==> config.mk <==
export PLATFORM = sky130hd
export DESIGN_NAME = plic_claim_ctrl_flat
export DESIGN_NICKNAME = d
export VERILOG_FILES = /design/src/rtl/plic_claim_pkg.sv /design/src/rtl/plic_claim_ctrl_if.sv /design/src/rtl/plic_claim_fifo.sv /design/src/rtl/plic_claim_ctrl.sv /design/src/flat_wrapper.sv
export SDC_FILE = /design/constraint.sdc
export NUM_CORES = 1
export LEC_CHECK = 0
export CAP_MARGIN = 20
export CORE_ASPECT_RATIO = 1.25
export CORE_MARGIN = 2
export CORE_UTILIZATION = 45
export CTS_CLUSTER_DIAMETER = 40
export DETAILED_ROUTE_END_ITERATION = 10
export PLACE_DENSITY = 0.87
export SLEW_MARGIN = 20
export SYNTH_ARGS = -nofsm -noshare
export SYNTH_HDL_FRONTEND = slang
export SYNTH_HIERARCHICAL = 1
export SYNTH_SLANG_ARGS = --single-unit
==> constraint.sdc <==
create_clock -name pclk -period 5.17 [get_ports pclk]
set_input_delay 1.034 -clock pclk [delete_from_list [all_inputs] [get_ports pclk]]
set_output_delay 1.034 -clock pclk [all_outputs]
set_load 0.005 [all_outputs]
==> src/rtl/plic_claim_pkg.sv <==
// Shared types and defaults for the PLIC claim/complete sequencer.
// The FSM encoding and the APB command register layout live here so the top and the bench agree.
package plic_claim_pkg;

    localparam int PLIC_CLAIM_DEPTH   = 4;
    localparam int PLIC_CLAIM_HOLDOFF = 2;

    typedef enum logic [1:0] {
        ST_IDLE   = 2'd0,
        ST_SETUP  = 2'd1,
        ST_ACCESS = 2'd2,
        ST_HOLD   = 2'd3
    } claim_state_e;

    // The id field is already zero-extended to the APB data width, so it drives pwdata directly.
    typedef struct packed {
        logic        write;
        logic [31:0] id;
    } apb_cmd_t;

endpackage

==> src/rtl/plic_claim_ctrl_if.sv <==
// APB4 bus between the claim sequencer (master) and the PLIC register slave.
interface plic_claim_ctrl_if;

    logic [31:0] paddr;
    logic        psel;
    logic        penable;
    logic        pwrite;
    logic [31:0] pwdata;
    logic [31:0] prdata;
    logic        pready;
    logic        pslverr;

    modport master (
        output paddr, psel, penable, pwrite, pwdata,
        input  prdata, pready, pslverr
    );

    modport slave (
        input  paddr, psel, penable, pwrite, pwdata,
        output prdata, pready, pslverr
    );

endinterface

==> src/rtl/plic_claim_fifo.sv <==
// Synchronous FIFO for claimed interrupt IDs; head is read straight from storage.
// Pointers carry one extra wrap bit so full and empty are distinguishable.
module plic_claim_fifo #(
    parameter int DEPTH = 4,
    parameter int WIDTH = 5
) (
    input  logic             clk,
    input  logic             rst_n,
    input  logic             push,
    input  logic [WIDTH-1:0] push_data,
    input  logic             pop,
    output logic [WIDTH-1:0] head,
    output logic             empty,
    output logic             full
);

    localparam int AW = $clog2(DEPTH);

    logic [AW:0]      wr_ptr;
    logic [AW:0]      rd_ptr;
    logic [WIDTH-1:0] mem [DEPTH];
    logic             do_pop;
    logic             do_push;

    assign empty   = (wr_ptr == rd_ptr);
    assign full    = (wr_ptr[AW] != rd_ptr[AW]) && (wr_ptr[AW-1:0] == rd_ptr[AW-1:0]);
    assign do_pop  = pop && !empty;
    // A pop in the same cycle frees the slot, so a push into a full FIFO is still taken.
    assign do_push = push && (!full || do_pop);
    assign head    = mem[rd_ptr[AW-1:0]];

    always_ff @(posedge clk or negedge rst_n) begin
        if (!rst_n) begin
            wr_ptr <= '0;
            rd_ptr <= '0;
            for (int i = 0; i < DEPTH; i++) begin
                mem[i] <= '0;
            end
        end else begin
            if (do_push) begin
                mem[wr_ptr[AW-1:0]] <= push_data;
                wr_ptr              <= wr_ptr + 1'b1;
            end
            if (do_pop) begin
                rd_ptr <= rd_ptr + 1'b1;
            end
        end
    end

endmodule

==> src/rtl/plic_claim_ctrl.sv <==
// PLIC claim/complete sequencer: claims IDs over APB into a FIFO and forwards hart completions.
// Optional access-phase timeout is compiled in with `define PLIC_CLAIM_TIMEOUT_EN.
module plic_claim_ctrl
    import plic_claim_pkg::*;
#(
    parameter int          ID_WIDTH   = 5,
    parameter int          DEPTH      = PLIC_CLAIM_DEPTH,
    parameter logic [31:0] CLAIM_ADDR = 32'h0000_0020,
    parameter int          HOLDOFF    = PLIC_CLAIM_HOLDOFF,
    parameter int          TIMEOUT    = 16
) (
    input  logic                pclk,
    input  logic                presetn,
    input  logic                irq_i,
    plic_claim_ctrl_if.master   apb,
    // Handshakes: a transfer happens on a cycle where valid and ready are both 1; a source
    // holds valid and its payload (id_o, comp_id) stable until that cycle.
    output logic                id_valid,
    input  logic                id_ready,
    output logic [ID_WIDTH-1:0] id_o,
    input  logic                comp_valid,
    output logic                comp_ready,
    input  logic [ID_WIDTH-1:0] comp_id,
    output logic                err_o,
    output logic [1:0]          dbg_state
);

    localparam logic [1:0] S_IDLE   = ST_IDLE;
    localparam logic [1:0] S_SETUP  = ST_SETUP;
    localparam logic [1:0] S_ACCESS = ST_ACCESS;
    localparam logic [1:0] S_HOLD   = ST_HOLD;

    localparam int             HCW       = (HOLDOFF < 1) ? 1 : $clog2(HOLDOFF + 1);
    localparam logic [HCW-1:0] HOLD_LOAD = HCW'(HOLDOFF);

    logic [1:0]          state;
    apb_cmd_t            cmd;
    logic [HCW-1:0]      hold_cnt;
    logic                psel_q;
    logic                penable_q;
    logic [31:0]         paddr_q;
    logic                err_q;
    logic                fifo_full;
    logic                fifo_empty;
    logic                claim_ok;
    logic                start;
    logic                tmo_hit;
    logic                xfer_done;
    logic                push;
    logic [ID_WIDTH-1:0] rd_id;
    logic                unused_prdata;

`ifdef PLIC_CLAIM_TIMEOUT_EN
    localparam int TCW = $clog2(TIMEOUT + 1);
    logic [TCW-1:0] tmo_cnt;

    assign tmo_hit = (state == S_ACCESS) && !apb.pready && (tmo_cnt == TCW'(TIMEOUT - 1));

    always_ff @(posedge pclk or negedge presetn) begin
        if (!presetn) begin
            tmo_cnt <= '0;
        end else if (state != S_ACCESS) begin
            tmo_cnt <= '0;
        end else begin
            tmo_cnt <= tmo_cnt + 1'b1;
        end
    end
`else
    assign tmo_hit = 1'b0;
`endif

    assign rd_id         = apb.prdata[ID_WIDTH-1:0];
    assign unused_prdata = ^apb.prdata[31:ID_WIDTH];

    // Completion has priority; a claim also needs room in the FIFO and an expired holdoff.
    assign claim_ok   = irq_i && !fifo_full && (hold_cnt == '0);
    assign start      = comp_valid || claim_ok;
    assign xfer_done  = (state == S_ACCESS) && (apb.pready || tmo_hit);
    assign comp_ready = xfer_done && cmd.write;
    assign push       = (state == S_ACCESS) && apb.pready && !cmd.write && !apb.pslverr
                        && (rd_id != '0);

    assign apb.psel    = psel_q;
    assign apb.penable = penable_q;
    assign apb.paddr   = paddr_q;
    assign apb.pwrite  = cmd.write;
    assign apb.pwdata  = cmd.id;
    assign err_o       = err_q;
    assign id_valid    = !fifo_empty;
    assign dbg_state   = state;

    always_ff @(posedge pclk or negedge presetn) begin
        if (!presetn) begin
            state     <= S_IDLE;
            cmd       <= '0;
            hold_cnt  <= '0;
            psel_q    <= 1'b0;
            penable_q <= 1'b0;
            paddr_q   <= '0;
            err_q     <= 1'b0;
        end else begin
            if ((state == S_ACCESS) && ((apb.pready && apb.pslverr) || tmo_hit)) begin
                err_q <= 1'b1;
            end
            case (state)
                S_IDLE: begin
                    if (start) begin
                        state     <= S_SETUP;
                        psel_q    <= 1'b1;
                        paddr_q   <= CLAIM_ADDR;
                        cmd.write <= comp_valid;
                        cmd.id    <= comp_valid ? 32'(comp_id) : 32'd0;
                    end
                end
                S_SETUP: begin
                    state     <= S_ACCESS;
                    penable_q <= 1'b1;
                end
                S_ACCESS: begin
                    if (xfer_done) begin
                        state     <= S_HOLD;
                        hold_cnt  <= HOLD_LOAD;
                        psel_q    <= 1'b0;
                        penable_q <= 1'b0;
                        paddr_q   <= '0;
                        cmd       <= '0;
                    end
                end
                default: begin
                    // HOLD lasts HOLDOFF cycles, and at least one.
                    if (hold_cnt <= HCW'(1)) begin
                        state    <= S_IDLE;
                        hold_cnt <= '0;
                    end else begin
                        hold_cnt <= hold_cnt - 1'b1;
                    end
                end
            endcase
        end
    end

    plic_claim_fifo #(
        .DEPTH (DEPTH),
        .WIDTH (ID_WIDTH)
    ) u_fifo (
        .clk       (pclk),
        .rst_n     (presetn),
        .push      (push),
        .push_data (rd_id),
        .pop       (id_valid && id_ready),
        .head      (id_o),
        .empty     (fifo_empty),
        .full      (fifo_full)
    );

endmodule

==> src/flat_wrapper.sv <==
// flat-port wrapper written by rule: the top's interface ports become plain ports
module plic_claim_ctrl_flat import plic_claim_pkg::*;
#(
    parameter int          ID_WIDTH   = 5,
    parameter int          DEPTH      = PLIC_CLAIM_DEPTH,
    parameter logic [31:0] CLAIM_ADDR = 32'h0000_0020,
    parameter int          HOLDOFF    = PLIC_CLAIM_HOLDOFF,
    parameter int          TIMEOUT    = 16
)
  (pclk, presetn, irq_i, id_valid, id_ready, id_o, comp_valid, comp_ready, comp_id, err_o, dbg_state, apb_paddr, apb_psel, apb_penable, apb_pwrite, apb_pwdata, apb_prdata, apb_pready, apb_pslverr);
  plic_claim_ctrl_if apb_i ();
  input  logic pclk;
  input  logic presetn;
  input  logic irq_i;
  output logic id_valid;
  input  logic id_ready;
  output logic [ID_WIDTH-1:0] id_o;
  input  logic comp_valid;
  output logic comp_ready;
  input  logic [ID_WIDTH-1:0] comp_id;
  output logic err_o;
  output logic [1:0] dbg_state;
  output wire logic [$bits(apb_i.paddr)-1:0] apb_paddr;
  output wire logic [$bits(apb_i.psel)-1:0] apb_psel;
  output wire logic [$bits(apb_i.penable)-1:0] apb_penable;
  output wire logic [$bits(apb_i.pwrite)-1:0] apb_pwrite;
  output wire logic [$bits(apb_i.pwdata)-1:0] apb_pwdata;
  input wire logic [$bits(apb_i.prdata)-1:0] apb_prdata;
  input wire logic [$bits(apb_i.pready)-1:0] apb_pready;
  input wire logic [$bits(apb_i.pslverr)-1:0] apb_pslverr;
  assign apb_paddr = apb_i.paddr;
  assign apb_psel = apb_i.psel;
  assign apb_penable = apb_i.penable;
  assign apb_pwrite = apb_i.pwrite;
  assign apb_pwdata = apb_i.pwdata;
  assign apb_i.prdata = apb_prdata;
  assign apb_i.pready = apb_pready;
  assign apb_i.pslverr = apb_pslverr;
  plic_claim_ctrl #(.ID_WIDTH(ID_WIDTH), .DEPTH(DEPTH), .CLAIM_ADDR(CLAIM_ADDR), .HOLDOFF(HOLDOFF), .TIMEOUT(TIMEOUT)) u_core (.pclk(pclk), .presetn(presetn), .irq_i(irq_i), .apb(apb_i), .id_valid(id_valid), .id_ready(id_ready), .id_o(id_o), .comp_valid(comp_valid), .comp_ready(comp_ready), .comp_id(comp_id), .err_o(err_o), .dbg_state(dbg_state));
endmodule
* Word level (Yosys, flattened, before mapping)
Index checks and enable logic that the tools add are counted.
Widths: inputs -> output; s select.
** Word-level totals
- Register bits :: 98
- Latch bits :: 0
- Bits in writable memories :: 0
- ROM bits :: 0
- Input bits :: 44
- Output and inout bits :: 77
- Memories kept :: 0
** Cells by class
- Add/subtract/negate cells :: 3
- Multiply operators :: 0
- Divide/modulo/power cells :: 0
- Magnitude comparators :: 4
- Equality and inequality tests :: 7
- Shift operators :: 0
- Multiplexer cells :: 24
- Bitwise logic cells :: 3
- Reductions and logical operators :: 31
** Operators by type and width (number)
- $mux 33 :: 2
- $pmux 33 s2 :: 1
- $mux 32 :: 2
- $pmux 32 s2 :: 1
- $bwmux 20 :: 1
- $mux 5 :: 4
- $logic_and 1x1->1 :: 14
- $bmux 5 s2 :: 1
- $demux 5 s2 :: 1
- $mux 2 :: 5
- $add 3x1->3 const B :: 2
- $ge 3x3->1 const B :: 2
- $not 2->3 :: 2
- $pmux 2 s3 :: 1
- $reduce_and 3->1 :: 2
- $reduce_bool 5->1 :: 1
- $logic_not 1->1 :: 4
- $logic_not 2->1 :: 2
- $ne 2x1->1 const B :: 2
- $pmux 1 s2 :: 2
- $pmux 2 s2 :: 1
- $reduce_and 2->1 :: 2
- $reduce_bool 2->1 :: 2
- $reduce_bool 4->1 :: 1
- other kinds (12) :: 14

* Depth between registers and ports, before layout
Gate-level depths: netlist of run 1.
- Word-level depth :: 8
- Depth in mapped cells :: 11
- Depth with buffers taken out :: 7

* Hierarchy
The synthesis of run 1 kept the hierarchy.
** Modules (own cells, without submodules)
- plic_claim_fifo :: instances 1, cells an instance 109, area an instance 1486.4 um2, sequential area each 650.6 um2
- plic_claim_ctrl :: instances 1, cells an instance 118, area an instance 1106.1 um2, sequential area each 325.3 um2

* Least setup slack after synthesis of run 1
OpenSTA, ideal clock, no wires.
- Path type :: reg2reg
- From :: reg u_core.u_fifo.rd_ptr[0]
- To :: reg u_core.u_fifo.rd_ptr[1]
- Library setup time :: 0.128 ns
- Data arrival time :: 2.405 ns
- Data required time :: 5.042 ns
- Slack :: 2.637 ns
- Cell stages (with the launch flop) :: 11
- Path buffers :: 4
- Path through :: dfrtp_1 buf_4 xor2_2 buf_4 or2_2 nor2_1 nor2b_1 buf_2 clkbuf_1 o31ai_1 mux2_1
** Between the ends
- Cells in the longest elaborated chain, start to end :: 4
** Ends and longest elaborated chain
- start, declared :: RTL line plic_claim_fifo.sv:20 : logic [AW:0] rd_ptr;
- start signal, assigned :: RTL line plic_claim_fifo.sv:45 : rd_ptr <= rd_ptr + 1'b1;
- $eq 3x3->1 * :: RTL line plic_claim_fifo.sv:25 : assign empty = (wr_ptr == rd_ptr);
- via u_core.fifo_empty :: RTL line plic_claim_ctrl.sv:44 : logic fifo_empty;
- $logic_not 1->1 * :: RTL line plic_claim_fifo.sv:27, plic_claim_ctrl.sv:89
- $logic_and 1x1->1 :: RTL line plic_claim_ctrl.sv:150 : .pop (id_valid && id_ready),
- $logic_and 1x1->1 * :: RTL line plic_claim_fifo.sv:27 : assign do_pop = pop && !empty;
Mark *: on every way through the listed nets, which the timed path passes. The rest lies on a longest branch.
A chain may end at the register's enable or synchronous reset.

* Final worst setup path of run 1
- From :: reg u_core.u_fifo.rd_ptr[0]
- To :: out id_valid
** Between the ends
- Cells in the longest elaborated chain, start to end :: 2
** Ends and longest elaborated chain
- $eq 3x3->1 :: RTL line plic_claim_fifo.sv:25
- via u_core.fifo_empty :: RTL line plic_claim_ctrl.sv:44
- $logic_not 1->1 :: RTL line plic_claim_ctrl.sv:89 : assign id_valid = !fifo_empty;
- end, declared :: RTL line flat_wrapper.sv:15 : output logic id_valid;
The timed path passes the listed nets, and every way through them passes these cells.

==> results of run 1 <==
## cell families (layout without fill, tap and decap cells)
family	count (synthesis)	after routing	share of synthesized area (%)
AOI/OAI and AO/OA	53	53	21.0
xor gates and xnor gates	5	5	2.70
adders and majority gates	9	9	4.34
buffers and inverters	78	55	21.1
DFF	39	39	37.6
muxes	9	9	6.03
other	1	58	0.145
and+or+nand+nor	33	33	7.00
## stage by stage
| stage | cells | hold slack (ns) | cell area [um^2] | worst slack [ns] |
|---|---|---|---|---|
| 6_report | 325 | 0.475 | 2830 | 1.57 |
| 5_1_grt | 325 | 0.511 | 2830 | 1.42 |
| 4_1_cts | 325 | 0.480 | 2830 | 1.55 |
| 3_5_place_dp | 317 | 0.459 | 2740 | 1.81 |
| 3_3_place_gp | 317 | 0.450 | 2740 | 1.82 |
| 2_1_floorplan | 284 | 0.451 | 2810 | 2.64 |
## power by group
group / switching [mW] / internal [mW] / leakage [nW]
Clock: 0.103 / 0.0942 / 0.0412
Sequential: 0.133 / 0.432 / 0.494
Combinational: 0.431 / 0.408 / 0.723
## worst min path at each step
stage                     slack (ns)                 start              endpoint  depth (start not counted)
after detailed placement        0.46          u_core/err_o          u_core/err_o                          1
after global routing            0.51          u_core/err_o          u_core/err_o                          1
after global placement          0.45          u_core/err_o          u_core/err_o                          1
after floorplan                 0.45  u_core/u_fifo/mem[5]  u_core/u_fifo/mem[5]                          1
final                           0.48          u_core/err_o          u_core/err_o                          1
after CTS                       0.48          u_core/err_o          u_core/err_o                          1
## worst register-to-register path: stages (launching register included)
cell,delay (ns)
dfrtp_1,0.66
xor2_2,0.77
or2_2,0.25
nor2_1,0.06
or4b_4,0.51
a311oi_2,0.33
mux2_1,0.35
## routing by layer
metal  wire [um]  global-route usage (%)  share of wire, %  vias up
met4         113                    7.03               2.5        0
met5           0                       0                 0        -
met3         355                    3.64               7.8       10
li1            -                       -                 -      768
met2        2200                    23.9                48       87
met1        1880                    18.1                41      789
## flip-flops by register name, summed over array words and instances (netlist names)
register and flops:
u_core/u_fifo/wr_ptr 3, u_core/apb.penable 1, u_core/apb.paddr 1, u_core/apb.pwdata 5
u_core/u_fifo/mem 20, u_core/hold_cnt 2, u_core/u_fifo/rd_ptr 3, u_core/err_o 1
u_core/dbg_state 2, u_core/apb.pwrite 1
## cell usage in the layout (no fill, tap or decap), types with 3 or more instances in the layout
cell type | Yosys | routed
conb_1 | 1 | 58
dfrtp_1 | 39 | 39
clkdlybuf4s50_1 | 0 | 34
o2bb2ai_1 | 20 | 20
inv_1 | 9 | 9
nand2_1 | 9 | 9
ha_1 | 9 | 9
o41ai_2 | 8 | 8
nor2_1 | 7 | 7
clkbuf_8 | 0 | 5
a22o_1 | 5 | 5
mux4_2 | 5 | 5
and2_1 | 4 | 4
o22ai_1 | 3 | 3
o31ai_1 | 3 | 3
buf_4 | 61 | 3
## final cells by class
class | instances | area [um^2] | area share (%)
Tap cell | 64 | 80.1 | 2.83
Clock inverter | 2 | 12.5 | 0.442
Timing Repair Buffer | 38 | 368 | 13.0
Clock buffer | 6 | 72.6 | 2.57
Sequential cell | 39 | 976 | 34.5
Inverter | 9 | 33.8 | 1.19
Multi-Input combinational cell | 167 | 1280 | 45.4
==> impl_results.md, run 1 <==
* WS Path Type: flop to output port
* CP peak stage delay at 0.76 ns
* Io pins at 121
* Routed length per placed instance at 14.0 um
* CP Max Fanout at 14
* VDD IR max at 0.269 mV
* Fmax at 278 MHz
* Post-synth ARST share at 100%
* GRT overflow at 0
* Crit. End Element: output port
* Power Dens Cells at 566 nW/um^2
* Setup crit start: u_core/u_fifo/rd_ptr[0]
* Critical Path RT at 4.14 ns
* Ant diodes at 0
* Sequential-to-total area share from yosys stat at 37.6%
* Reg2Reg Capture Point: u_core/dbg_state[1]
* Row count at 30
* Post-synth top flop: dfrtp_1
* Synthesized area at 2590 um^2
* Post_cts resized at 0
* Total GRT Usage at 14.6%
* Synth cell count leaders: buf_4, dfrtp_1, o2bb2ai_1
* Crit start category: flop
* Drt pass-1 iters at 4
* CP Cell Sequence: xor2_2 -> or2_2 -> nor2_1 -> inv_1 -> clkdlybuf4s50_1
* Top-area cell type share of the netlist area at 37.6%
* Initial drt markers at 109
* Max-slew violations at 0
* Worst hold path class: flop to flop
* Routability Congestion at 0.829
* Layout fillers at 480
* Clock buffer depth at 2
* Die area at 6390 um^2
* ANT nets after route at 0
* Die height at 88.9 um
* Reg2reg setup slack at 2.13 ns
* Share of cells above drive strength 1 at 13.4%
* Dpl hpwl at 3.50 mm
* Port Buffers at 35
* Worst r2r src: u_core/u_fifo/rd_ptr[0]
* First-pass GRT wire length at 7.22 mm
* Arrival time worst endpoint at 2.56 ns
* Reg2Reg Depth at 6
* Worst Clk Skew at 0.00760 ns
* Synthesized flop and latch total at 39
* Number of CTS-inserted buffers at 5
* Worst path slowest cell: xor2_2
* Most numerous cell in the Yosys netlist: buf_4
* Leakage at 1.26 nW
* Via count at 1654
* Total Power at 1.60 mW
* CTS sink count at 39
* Tcrit/Tclk final at 69.6%
* Number of synthesized flops with an enable pin at 0
* Remaining routing DRC violations at 0
* Kind of cell adding the most delay to the critical path: XOR/XNOR gates
* Setup Buffers After CTS at 0
* CORE AREA at 5480 um^2
* Netlist cell types at 45
* Initial Util at 47.3%
* Crit path depth at 5
* Max-cap viol count at 0
* Avg Cell Area, Syn at 11.4 um^2
* CTS Hold Bufs at 0
* Area growth, synth to finish at 9.07%
* CP bufs+invs at 2
* Vias/cell at 5.09
* Worst setup endpoint: id_valid
* Period minus WS final at 3.60 ns
* Final core occ at 51.6%
* Dominant cells by area after synthesis: dfrtp_1, buf_4, o2bb2ai_1, o41ai_2, ha_1
* H-tree depth at 2
* Post-synth top area cell: dfrtp_1
* RSZ-0062 raised after global routing: false
* Register clock-pin slew on the reported worst setup and hold paths at 0.07 ns
* YS warnings at 6
* Endpoints failing setup at 0
* Antenna violations before repair at 0
* Status: finished clean
* Setup tns final at 0 ns
* Final Hold Vio Count at 0
* CTS tree: yes
* Die Span X at 71.9 um
* Vias in the first global route at 1519
* Worst-margin pin slew at 0.916 ns
* Post-synthesis instance total at 227
* Largest net degree at the start of global routing at 40
* Clock Latency Late Sink at 0.29 ns
* CTS root buf: clkbuf_8
* Slew headroom at 38.9%
* Final net count at 313
* Routed Wire Length at 4.55 mm
No activity file was read; power rests on OpenSTA's default activity.
==> inputs of run 2 (changes only) <==
CORE_UTILIZATION = 38   (was 45)
PLACE_DENSITY = 0.78   (was 0.87)
clock period = 2.9 ns   (was 5.17 ns; I/O delays follow)
==> run 2 against run 1 <==
  * Wire length up 7.4%
  * Total power rose by 82%
  * Die area grew 17%
  * Register-to-register slack worse by 1.7 ns
  * Via count increased by 1.3%
  * Flip-flop and latch count unchanged
  * Critical path depth is the same
  * First-iteration DRC count fell by 28%
  * Critical path type unchanged
==> impl_results.md, run 2 (synthesis results as in run 1) <==
* Largest net degree at the start of global routing at 40 (unchanged)
* CP peak stage delay at 0.69 ns (was 0.76 ns)
* Crit path depth at 5 (unchanged)
* Ant diodes at 0 (unchanged)
* Via count at 1675 (was 1654)
* Max reg flops at 20 (unchanged)
* Vias/cell at 4.79 (was 5.09)
* Die area at 7500 um^2 (was 6390 um^2)
* Kind of cell adding the most delay to the critical path: flip-flops (was XOR/XNOR gates)
* Row count at 33 (was 30)
* Crit start category: flop (unchanged)
* Worst r2r src: u_core/u_fifo/rd_ptr[0] (unchanged)
* H-tree depth at 2 (unchanged)
* CP Cell Sequence: xor2_2 -> or2_2 -> nor2_1 -> inv_1 -> clkdlybuf4s50_1 (unchanged)
* RSZ-0062 raised after global routing: false (unchanged)
* Drt pass-1 iters at 4 (unchanged)
* CP Max Fanout at 9 (was 14)
* CP bufs+invs at 2 (unchanged)
* Clock Latency Late Sink at 0.30 ns (was 0.29 ns)
* Reg2Reg Depth at 7 (was 6)
* Final Hold Vio Count at 0 (unchanged)
* CTS Hold Bufs at 0 (unchanged)
* Die height at 96.3 um (was 88.9 um)
* Fin area at 2870 um^2 (was 2830 um^2)
* Crit. End Element: output port (unchanged)
* Register clock-pin slew on the reported worst setup and hold paths at 0.07 ns (about the same)
* Worst-margin pin slew at 0.850 ns (was 0.916 ns)
* CORE AREA at 6570 um^2 (was 5480 um^2)
* Routed Wire Length at 4.89 mm (was 4.55 mm)
* Dpl hpwl at 3.49 mm (was 3.50 mm)
* Share of cells above drive strength 1 at 14.1% (was 13.4%)
* Routability Congestion at 0.774 (was 0.829)
* Dpl cell area at 2790 um^2 (was 2740 um^2)
* Reg2reg setup slack at 0.41 ns (was 2.13 ns)
* Worst path slowest cell: dfrtp_1 (was xor2_2)
* Antenna violations before repair at 0 (unchanged)
* Setup Buffers After CTS at 0 (unchanged)
* Arrival time worst endpoint at 2.05 ns (was 2.56 ns)
* Worst Clk Skew at 0.00484 ns (was 0.00760 ns)
* Worst hold path class: input port to asynchronous set/reset pin (was flop to flop)
* Critical Path RT at 2.32 ns (was 4.14 ns)
* Area growth, synth to finish at 10.8% (was 9.07%)
* Status: finished clean (unchanged)
* Number of CTS-inserted buffers at 5 (unchanged)
* Die Span X at 77.9 um (was 71.9 um)
* Port Buffers at 35 (unchanged)
* VDD IR max at 0.418 mV (was 0.269 mV)
* Final net count at 315 (was 313)
* Max-slew violations at 0 (unchanged)
* ANT nets after route at 0 (unchanged)
* WS Path Type: flop to output port (unchanged)
* Io pins at 121 (unchanged)
* Reg2Reg Capture Point: u_core/u_fifo/mem[17] (was u_core/dbg_state[1])
* Commonest non-fill, non-tap cells in the layout: conb_1, dfrtp_1, clkdlybuf4s50_1 (unchanged)
* Layout fillers at 638 (was 480)
* Period minus WS final at 2.63 ns
* CTS tree: yes (unchanged)
* Initial drt markers at 79 (was 109)
* CTS root buf: clkbuf_8 (unchanged)
* Vias in the first global route at 1551 (was 1519)
* Tcrit/Tclk final at 90.7%
* Clock buffer depth at 2 (unchanged)
* GRT overflow at 0 (unchanged)
* Initial Util at 39.5% (was 47.3%)
* First-pass GRT wire length at 7.69 mm (was 7.22 mm)
* Routed length per placed instance at 14.0 um (about the same)
* Top reg by flops: u_core/u_fifo/mem (unchanged)
* Remaining routing DRC violations at 0 (unchanged)
* Post_cts resized at 0 (unchanged)
* Power Dens Cells at 1010 nW/um^2 (was 566 nW/um^2)
* Total GRT Usage at 13.3% (was 14.6%)
* Setup tns final at 0 ns (unchanged)
* Leakage at 1.27 nW (was 1.26 nW)
* Fmax at 380 MHz
* Endpoints failing setup at 0 (unchanged)
* CTS sink count at 39 (unchanged)
* Slew headroom at 43.4% (was 38.9%)
* Commonest non-fill, non-tap cell in the layout: conb_1 (unchanged)
* Max-cap viol count at 0 (unchanged)
run 2: cell types whose count changed in the layout (fill, tap and decap cells not counted):
cell   delta
buf_4     +2
run 2: layer usage:
metal  wire [um]  global-route usage [%]  part of all wire, %
met5           0                       0                    0
met4          79                    4.91                  1.6
met3         366                    3.28                  7.5
met2        2350                    21.2                   48
met1        2090                    17.6                   43
run 2: where the power goes:
| part | total [mW] | switching, mW | leakage (nW) | internal [mW] |
|---|---|---|---|---|
| clock network | 0.363 | 0.195 | 0.0412 | 0.168 |
| registers | 1.01 | 0.238 | 0.494 | 0.770 |
| logic | 1.54 | 0.781 | 0.733 | 0.761 |
| total | 2.91 | 1.21 | 1.27 | 1.70 |
run 2: area by class of cell:
type | instances | area (um^2) | area share [%]
Clock inverter | 2 | 12.5 | 0.436
Inverter | 9 | 33.8 | 1.18
Timing Repair Buffer | 40 | 383 | 13.3
Clock buffer | 6 | 72.6 | 2.53
Multi-Input combinational cell | 167 | 1280 | 44.7
Tap cell | 87 | 109 | 3.79
Sequential cell | 39 | 976 | 34.0
run 2: worst max path at each step:
stage	start	to	slack, ns
floorplan	u_core/u_fifo/rd_ptr[0]	u_core/u_fifo/rd_ptr[1]	0.37
global placement	u_core/u_fifo/rd_ptr[0]	u_core/u_fifo/mem[17]	0.42
detailed placement	u_core/u_fifo/rd_ptr[0]	u_core/u_fifo/mem[17]	0.39
CTS	u_core/u_fifo/rd_ptr[0]	id_valid	0.22
global route	u_core/u_fifo/rd_ptr[0]	id_valid	0.15
finish	u_core/u_fifo/rd_ptr[0]	id_valid	0.27
run 2: through the flow:
| stage | worst slack [ns] | instances | power, mW | utilization, % | hold slack (ns) |
|---|---|---|---|---|---|
| finish | 0.271 | 350 | 2.91 | 43.7 | 0.391 |
| floorplan | 0.367 | 284 | 2.14 | - | 0.284 |
| global placement | 0.421 | 342 | 2.50 | 42.4 | 0.450 |
| detailed placement | 0.385 | 342 | 2.56 | 42.4 | 0.473 |
| global route | 0.146 | 350 | 3.13 | 43.7 | 0.461 |
| CTS | 0.222 | 350 | 2.94 | 43.7 | 0.423 |
==> inputs of run 3 (changes only) <==
CORE_UTILIZATION = 42   (was 38)
PLACE_DENSITY = 0.82   (was 0.78)
clock period = 2.5 ns   (was 2.9 ns; I/O delays follow)
==> run 3 against run 2 <==
  * Combinational power up 28%
  * Non-clock buffer count up 11
  * Critical endpoint is now id_o[4]
  * Total power up 24%
  * Die area down 9.1%
  * Highest routed layer unchanged
  * Hold slack worse by 0.064 ns
  * Utilization up 5.7 points
  * Clock skew up 0.0057 ns
  * Sequential power up 12%
==> impl_results.md, run 3 (synthesis results as in run 1) <==
* WS Path Type: flop to output port (unchanged)
* Fin area at 3010 um^2 (was 2870 um^2)
* Die area at 6820 um^2 (was 7500 um^2)
* Endpoints failing setup at 0 (unchanged)
* Port Buffers at 35 (unchanged)
* GRT overflow at 0 (unchanged)
* Arrival time worst endpoint at 1.90 ns (was 2.05 ns)
* Crit start category: flop (unchanged)
* Routed Wire Length at 5.14 mm (was 4.89 mm)
* CTS Hold Bufs at 0 (unchanged)
* Commonest non-fill, non-tap cells in the layout: conb_1, dfrtp_1, clkdlybuf4s50_1 (unchanged)
* Largest net degree at the start of global routing at 40 (unchanged)
* CTS sink count at 39 (unchanged)
* VDD IR max at 0.801 mV (was 0.418 mV)
* Vias in the first global route at 1657 (was 1551)
* CP Cell Sequence: buf_6 -> mux4_2 -> clkdlybuf4s50_1 (was xor2_2 -> or2_2 -> nor2_1 -> inv_1 -> clkdlybuf4s50_1)
* Setup tns final at 0 ns (unchanged)
* Status: finished clean (unchanged)
* Max reg flops at 20 (unchanged)
* Reg2Reg Depth at 7 (unchanged)
* Area growth, synth to finish at 16.2% (was 10.8%)
* Crit. End Element: output port (unchanged)
* Via count at 1751 (was 1675)
* Share of cells above drive strength 1 at 19.0% (was 14.1%)
* Top reg by flops: u_core/u_fifo/mem (unchanged)
* Max-cap viol count at 0 (unchanged)
* CTS root buf: clkbuf_8 (unchanged)
* Die Span X at 74.3 um (was 77.9 um)
* CP Max Fanout at 8 (was 9)
* Routed length per placed instance at 14.3 um (was 14.0 um)
* Register clock-pin slew on the reported worst setup and hold paths at 0.09 ns (was 0.07 ns)
* Fmax at 417 MHz
* Worst-margin pin slew at 0.893 ns (was 0.850 ns)
* Worst path slowest cell: mux4_2 (was dfrtp_1)
* Leakage at 1.34 nW (was 1.27 nW)
* Vias/cell at 4.88 (was 4.79)
* Critical Path RT at 2.00 ns (was 2.32 ns)
* Initial Util at 42.6% (was 39.5%)
* Layout fillers at 551 (was 638)
* Number of CTS-inserted buffers at 5 (unchanged)
* Max-slew violations at 0 (unchanged)
* CTS tree: yes (unchanged)
* CP peak stage delay at 0.51 ns (was 0.69 ns)
* ANT nets after route at 0 (unchanged)
* Worst Clk Skew at 0.0105 ns (was 0.00484 ns)
* Final Hold Vio Count at 0 (unchanged)
* Antenna violations before repair at 0 (unchanged)
* Power Dens Cells at 1200 nW/um^2 (was 1010 nW/um^2)
* Clock Latency Late Sink at 0.29 ns (was 0.30 ns)
* Slew headroom at 40.5% (was 43.4%)
* Worst hold path class: input port to asynchronous set/reset pin (unchanged)
* Drt pass-1 iters at 4 (unchanged)
* Ant diodes at 0 (unchanged)
* Dpl hpwl at 3.58 mm (was 3.49 mm)
* Finished Layout Cells at 359 (was 350)
* Clock buffer depth at 2 (unchanged)
* Tcrit/Tclk final at 95.9%
* Commonest non-fill, non-tap cell in the layout: conb_1 (unchanged)
* Die height at 91.8 um (was 96.3 um)
* CORE AREA at 6090 um^2 (was 6570 um^2)
* Initial drt markers at 134 (was 79)
* Placed cell count at 350 (was 342)
* First-pass GRT wire length at 8.13 mm (was 7.69 mm)
* Remaining routing DRC violations at 0 (unchanged)
* Period minus WS final at 2.40 ns
* H-tree depth at 2 (unchanged)
* Total GRT Usage at 15.4% (was 13.3%)
* Final core occ at 49.5% (was 43.7%)
* Final net count at 326 (was 315)
* Row count at 32 (was 33)
* Routability Congestion at 0.788 (was 0.774)
* RSZ-0062 raised after global routing: false (unchanged)
* Dpl cell area at 2880 um^2 (was 2790 um^2)
* Io pins at 121 (unchanged)
==> run 3: changes by cell type in the layout (fill, tap and decap cells not counted), sizes merged <==
cell and delta:
clkinvlp -1, bufinv +1, clkbuf -1, clkinv +1, buf +11
==> run 3: repair_timing <==
item                                    in CTS  in global routing
resized for setup                            0                  4
setup buffers                                0                  1
endpoints found under the setup margin       0                  2
==> run 3: worst max-delay path, delay by kind of cell (launching register included) <==
family   cells  cell delay, ns
mux          1            0.51
buf+inv      2            0.65
flops        1            0.45
==> run 3: where the power goes <==
part           total, mW  internal, mW  switching [mW]
registers           1.13         0.896           0.231
clock network      0.528         0.297           0.231
logic               1.97         0.966            1.00
total               3.62          2.16            1.46
==> run 3: worst paths after layout <==
check	startpoint	to	slack [ns]
worst max-delay path	u_core/u_fifo/rd_ptr[0]	id_o[4]	0.10
worst min-delay path	presetn	u_core/u_fifo/mem[11]	0.33
worst max register to register	u_core/u_fifo/wr_ptr[1]	u_core/u_fifo/wr_ptr[1]	0.33
worst min register to register	u_core/u_fifo/mem[3]	u_core/u_fifo/mem[3]	0.49
max in group asynchronous	presetn	u_core/u_fifo/wr_ptr[1]	1.56
min in group pclk	u_core/u_fifo/mem[3]	u_core/u_fifo/mem[3]	0.49
==> run 3: per-layer routing <==
layer | share of wire, % | global-route usage (%) | routed length, um | vias up
li1 | - | - | - | 792
met1 | 41 | 20.1 | 2120 | 873
met2 | 50 | 25.5 | 2590 | 82
met3 | 7.8 | 4.07 | 400 | 4
met4 | 0.49 | 3.13 | 25 | 0
met5 | 0 | 0 | 0 | -
==> run 3: cell type report <==
cell class              count  area (um^2)  share of cell area (%)
clock buffers               5         68.8                    2.29
clock inverters             3         43.8                    1.45
inverters                   9         33.8                    1.12
multi-input cells         167         1300                    43.1
flip-flops and latches     39          978                    32.5
well taps                  85          106                    3.53
repair buffers             51          482                    16.0
==> run 3: metrics by stage <==
| step | hold WS (ns) | worst slack, ns | power [mW] |
|---|---|---|---|
| 3_5_place_dp | 0.468 | 0.0213 | 3.06 |
| 2_1_floorplan | 0.204 | 0.0347 | 2.51 |
| 6_report | 0.327 | 0.102 | 3.62 |
| 5_1_grt | 0.403 | 0.0363 | 3.86 |
| 3_3_place_gp | 0.450 | 0.0812 | 2.98 |
| 4_1_cts | 0.356 | 0.0117 | 3.60 |
